===== config.mk =====
export PLATFORM = sky130hd
export DESIGN_NAME = adc_frame_align_ctrl
export DESIGN_NICKNAME = d
export VERILOG_FILES = /design/src/rtl/adc_frame_align_ctrl.sv
export SDC_FILE = /design/constraint.sdc
export NUM_CORES = 1
export LEC_CHECK = 0
export BUFFER_PORTS_ARGS = -buffer_cell sky130_fd_sc_hd__buf_2
export CORE_MARGIN = 8
export CORE_UTILIZATION = 58
export CTS_CLUSTER_DIAMETER = 80
export DETAILED_ROUTE_END_ITERATION = 8
export PLACE_DENSITY = 0.86
export SLEW_MARGIN = 5
export SYNTH_ARGS = -nofsm -noshare
export SYNTH_HDL_FRONTEND = slang
export SYNTH_SLANG_ARGS = --single-unit

===== constraint.sdc =====
create_clock -name data_in_clk -period 2.5 [get_ports data_in_clk]
set_clock_uncertainty 0.1 [all_clocks]
set_input_delay 0.125 -clock data_in_clk [delete_from_list [all_inputs] [get_ports data_in_clk]]
set_output_delay 0.125 -clock data_in_clk [all_outputs]
set_load 0.05 [all_outputs]

===== src/rtl/adc_frame_align_ctrl.sv =====
// FCO-based frame alignment controller: trains the deserializer with bitslips until the
// 0xFC/0x0F/0xC0 frame-clock pattern is stable, then monitors lock and retrains on loss.
module adc_frame_align_ctrl #(
    parameter int unsigned SETTLE_CYCLES = 16,
    parameter int unsigned LOCK_COUNT    = 48,
    parameter int unsigned ERR_LIMIT     = 4
) (
    input  logic       data_in_clk,
    input  logic       rstn,
    input  logic       enable,
    input  logic [7:0] fco_word,
    output logic       bitslip,
    output logic       gearbox_valid,
    output logic       gearbox_rstn,
    output logic       locked,
    output logic       align_error,
    output logic [3:0] slip_count,
    output logic [7:0] relock_count
);

    localparam int unsigned SET_W = (SETTLE_CYCLES > 1) ? $clog2(SETTLE_CYCLES) : 1;
    localparam logic [SET_W-1:0] SETTLE_LOAD = SET_W'(SETTLE_CYCLES - 1);
    localparam logic [7:0] LOCK_LAST = 8'(LOCK_COUNT - 1);
    localparam logic [3:0] ERR_LAST  = 4'(ERR_LIMIT - 1);
    localparam logic [3:0] MAX_SLIPS = 4'd7;
    localparam logic [7:0] FCO_W0 = 8'hFC;
    localparam logic [7:0] FCO_W1 = 8'h0F;
    localparam logic [7:0] FCO_W2 = 8'hC0;

    typedef enum logic [2:0] {
        S_IDLE, S_SETTLE, S_CHECK, S_SLIP, S_LOCKED, S_FAIL
    } state_t;

    state_t           state;
    logic [SET_W-1:0] settle_cnt;
    logic [7:0]       match_cnt;
    logic [3:0]       err_cnt;
    logic [1:0]       phase;

    logic [1:0] phase_succ;
    logic       succ_is_fc;
    logic       word_ok;
    logic       first_hit;
    logic [1:0] first_phase;

    function automatic logic [7:0] ref_word(input logic [1:0] p);
        case (p)
            2'd0:    return FCO_W0;
            2'd1:    return FCO_W1;
            default: return FCO_W2;
        endcase
    endfunction

    // Pattern compare against the expected phase, plus first-word phase acquisition
    always_comb begin
        phase_succ  = (phase == 2'd2) ? 2'd0 : phase + 2'd1;
        succ_is_fc  = (ref_word(phase_succ) == FCO_W0);
        word_ok     = (fco_word == ref_word(phase));
        first_hit   = 1'b1;
        first_phase = 2'd0;
        case (fco_word)
            FCO_W0:  first_phase = 2'd1;
            FCO_W1:  first_phase = 2'd2;
            FCO_W2:  first_phase = 2'd0;
            default: first_hit   = 1'b0;
        endcase
    end

    always_ff @(posedge data_in_clk or negedge rstn) begin
        if (!rstn) begin
            state         <= S_IDLE;
            settle_cnt    <= '0;
            match_cnt     <= '0;
            err_cnt       <= '0;
            phase         <= '0;
            bitslip       <= 1'b0;
            gearbox_valid <= 1'b0;
            gearbox_rstn  <= 1'b0;
            locked        <= 1'b0;
            align_error   <= 1'b0;
            slip_count    <= '0;
            relock_count  <= '0;
        end else if (!enable) begin
            state         <= S_IDLE;
            settle_cnt    <= '0;
            match_cnt     <= '0;
            err_cnt       <= '0;
            phase         <= '0;
            bitslip       <= 1'b0;
            gearbox_valid <= 1'b0;
            gearbox_rstn  <= 1'b0;
            locked        <= 1'b0;
            align_error   <= 1'b0;
            slip_count    <= '0;
        end else begin
            bitslip <= 1'b0;
            case (state)
                S_IDLE: begin
                    state      <= S_SETTLE;
                    settle_cnt <= SETTLE_LOAD;
                end
                S_SETTLE: begin
                    if (settle_cnt == '0) begin
                        state     <= S_CHECK;
                        match_cnt <= '0;
                    end else begin
                        settle_cnt <= settle_cnt - SET_W'(1);
                    end
                end
                S_CHECK: begin
                    if ((match_cnt == '0) ? first_hit : word_ok) begin
                        match_cnt <= match_cnt + 8'd1;
                        phase     <= (match_cnt == '0) ? first_phase : phase_succ;
                        if (match_cnt == LOCK_LAST) begin
                            state         <= S_LOCKED;
                            locked        <= 1'b1;
                            gearbox_rstn  <= 1'b1;
                            err_cnt       <= '0;
                            gearbox_valid <= succ_is_fc;
                        end
                    end else if (slip_count == MAX_SLIPS) begin
                        state       <= S_FAIL;
                        align_error <= 1'b1;
                    end else begin
                        state      <= S_SLIP;
                        bitslip    <= 1'b1;
                        slip_count <= slip_count + 4'd1;
                    end
                end
                S_SLIP: begin
                    state      <= S_SETTLE;
                    settle_cnt <= SETTLE_LOAD;
                end
                S_LOCKED: begin
                    phase <= phase_succ;
                    if (word_ok) begin
                        err_cnt <= '0;
                    end else if (err_cnt == ERR_LAST) begin
                        // Lost lock: hold the gearbox in reset and restart training
                        state         <= S_SETTLE;
                        settle_cnt    <= SETTLE_LOAD;
                        err_cnt       <= '0;
                        locked        <= 1'b0;
                        gearbox_valid <= 1'b0;
                        gearbox_rstn  <= 1'b0;
                        slip_count    <= '0;
                        if (relock_count != 8'hFF) relock_count <= relock_count + 8'd1;
                    end else begin
                        err_cnt <= err_cnt + 4'd1;
                    end
                    if ((word_ok || err_cnt != ERR_LAST) && succ_is_fc) gearbox_valid <= 1'b1;
                end
                S_FAIL: begin
                    state <= S_FAIL;
                end
                default: state <= S_IDLE;
            endcase
        end
    end

endmodule


==> summary.md <==
| Metric | Value |
|---|---|
| Final Wtd Congestion | `0.856` |
| Clk slew on worst S/H paths | `80 ps` |
| Reg2reg start | `phase[0]$_DFFE_PN0P_` |
| Hold Slack | `107 ps` |
| Share of post-route cells with drive strength above 1 | `21.9%` |
| Syn Area/Cell | `9.24 um^2` |
| DR DRC count | `0` |
| DR WL/cell | `15.2 um` |
| Vias | `2001` |
| Initial antenna violation count | `0` |
| Data arrival, critical path | `2510 ps` |
| Final Critical Period | `2440 ps` |
| EDFF count, synth | `0` |
| Iter 0 DRT Violations | `135` |
| Grt ovf | `0` |
| Slew headroom | `45.4%` |
| Initial DRT Pass Iterations | `5` |
| Layout Nets | `299` |
| Final setup margin | `64.8 ps` |
| Fin cells | `331` |
| Max-slew violation count | `0` |
| Largest area contributor in the netlist | `dfrtp_1` |
| Critical path data required time | `2580 ps` |
| Total chip power | `1.90 mW` |
| Die area | `6140 um^2` |
| Setup crit start kind | `flop` |
| Syn Nets | `261` |
| Status | `completed` |
| Design area | `2670 um^2` |
| Setup crit end kind | `flop` |
| Seq cells post-synth | `37` |
| Worst reg2reg path depth | `7` |
| Worst Hold End | `align_error$_DFFE_PN0P_` |
| Pwr Density | `711 nW/um^2` |
| Ys async rst share | `100%` |
| Placed Instances | `322` |
| Ports | `28` |
| Max Clock Freq | `0.411 GHz` |
| Reg-to-reg endpoint | `slip_count[3]$_DFFE_PN0P_` |
| Root buf cell | `clkbuf_8` |
| Total CTS buffers | `5` |
| Layout Area Growth over Synthesis | `18.4%` |
| Die W | `78.3 um` |
| Worst Tran Pin Value | `819 ps` |
| WL final | `5040 um` |
| Lkg Pwr | `1.25 nW` |
| Final period utilization | `97.4%` |
| Seq/Total Area, Yosys | `41.1%` |
| All-layer global routing usage | `17.0%` |
| First-pass GRT wire length | `8780 um` |
| Antenna Violating Nets Remaining | `0` |
| DP Area | `2500 um^2` |
| Synth top area cells | `dfrtp_1 (41%), nand2_1 (3.8%), ha_1 (3.3%), nor3_1 (2.4%), xnor2_1 (2.3%)` |
| Yosys cell types | `60` |
| Fin util | `72.3%` |
| Clock Latency Late Sink | `290 ps` |
| Antenna cells | `0` |
| H-tree Lvls | `2` |
| Flop2flop setup slack | `60 ps` |
| Vias in the first global route | `2035` |
| Total negative slack | `0 ps` |
| Hold Violations, Final | `0` |
| Worst slack at placement | `80.1 ps` |
| Via density | `6.05` |
| Top FF cell, synth | `dfrtp_1` |
| Max_cap viols | `0` |
| CP max FO | `14` |
| Mapped cell area | `2250 um^2` |
| Final Setup Violations | `0` |
| Post-CTS Setup Repair Bufs | `0` |
| Hold Crit Depth | `2` |
| Initial core utilization | `61.1%` |
| Die span in y | `78.3 um` |
| Site Rows | `22` |
| Worst hold start | `enable` |
| Worst VDD drop | `0.462 mV` |
| CTS Sinks | `37` |
| Longest Clk Path Bufs | `2` |
| Total core area | `3690 um^2` |
| Post-DP HPWL | `3690 um` |
| Port buffer count | `27` |
| Post-synth top area share | `41.1%` |
| Fill count | `285` |
| Worst min-delay path class | `in2reg` |
| Worst setup path class | `reg2reg` |
| Mapped Cells | `244` |
| Synth Warn # | `0` |
| CTS tree | `done` |
| Largest net degree at the start of global routing | `38` |
final cells by class:
class / count / area (um^2) / area share [%]
Multi-Input combinational cell: 184 / 1250 / 46.8
Sequential cell: 37 / 926 / 34.7
Clock buffer: 5 / 68.8 / 2.58
Clock inverter: 3 / 68.8 / 2.58
Timing Repair Buffer: 42 / 250 / 9.38
Tap cell: 48 / 60.1 / 2.25
Inverter: 12 / 45.0 / 1.69
logic make-up after synthesis:
| kind of cell | after synthesis | synth area share (%) |
|---|---|---|
| compound gates | 64 | 20.3 |
| xor+xnor | 7 | 2.72 |
| fa+ha+maj | 6 | 3.33 |
| simple gates | 102 | 25.8 |
| buf+inv | 23 | 4.39 |
| mux | 5 | 2.33 |
| flops | 37 | 41.1 |
power by group:
group / internal, mW / total, mW / switching (mW) / leakage (nW)
combinational: 0.205 / 0.529 / 0.324 / 0.674
clock: 0.402 / 0.632 / 0.230 / 0.0687
sequential: 0.659 / 0.736 / 0.0772 / 0.504
total: 1.27 / 1.90 / 0.631 / 1.25
layer usage:
metal  part of all wire [%]  global-route usage, %  up-vias
li1                       -                      -      979
met1                     45                   20.4      947
met2                     48                   27.4       63
met3                    5.4                   5.35       12
met4                    1.5                   7.41        0
met5                      0                      0        -
sequential cells by signal (all words and copies together) (netlist names), 2 cells and up:
name and flops:
slip_count 4, match_cnt 8, phase 2, relock_count 8, settle_cnt 4, state 3
err_cnt 4
cells in the final DEF (no fill, tap or decap), types with 9 or more instances in the layout:
cell type  synthesis  routed
a21oi_1           10       9
buf_2              1      27
buf_4              1      14
dfrtp_1           37      37
inv_1             12      12
nand2_1           23      23
nand3_1            9       9
nor2_1            13      13
nor3_1            11      11
o21ai_0            9       9
worst max-delay path, cell delays in order, from the launching register on:
cell,delay [ps]
dfrtp_1,380
or3b_1,360
a211o_1,290
a21o_1,190
buf_4,150
a21o_2,300
and3_1,190
or3_1,360
synthesized netlist by cell type (all sizes together), types with 2 or more instances:
master / number
o21ai: 12
clkbuf: 8
o21a: 4
nand2b: 3
a211o: 2
and2: 3
buf: 3
a221oi: 2
o31ai: 2
or2: 2
mux2i: 3
nand2: 23
nor2b: 4
o22a: 2
and3: 7
nor4: 2
nand4: 5
nor3: 11
a2bb2oi: 2
or3: 3
o211ai: 2
nand3: 9
mux2: 2
a221o: 3
nor2: 13
nand3b: 3
a21o: 5
or3b: 2
nor3b: 6
xnor2: 6
a31oi: 5
dfrtp: 37
nor4bb: 2
inv: 12
ha: 6
a21oi: 10
o22ai: 2
worst max-delay path by stage:
stage | start | to | slack, ps | cells past startpoint
after global placement | phase[0]$_DFFE_PN0P_ | slip_count[3]$_DFFE_PN0P_ | 150 | 7
final | phase[0]$_DFFE_PN0P_ | slip_count[3]$_DFFE_PN0P_ | 60 | 7
after CTS | phase[0]$_DFFE_PN0P_ | match_cnt[0]$_DFFE_PN0P_ | 50 | 6
after detailed placement | phase[0]$_DFFE_PN0P_ | slip_count[1]$_DFFE_PN0P_ | 80 | 7
after global routing | match_cnt[1]$_DFFE_PN0P_ | state[2]$_DFFE_PN0P_ | -30 | 9
after floorplan | err_cnt[0]$_DFFE_PN0P_ | relock_count[1]$_DFFE_PN0P_ | 260 | 6
what timing repair did:
action                                 in CTS  in global routing
setup endpoints to repair                   0                  8
endpoints found under the hold margin      37                  0
hold buffers                                1                  0
resized for setup                           0                  4
No activity file was read; power rests on OpenSTA's default activity.
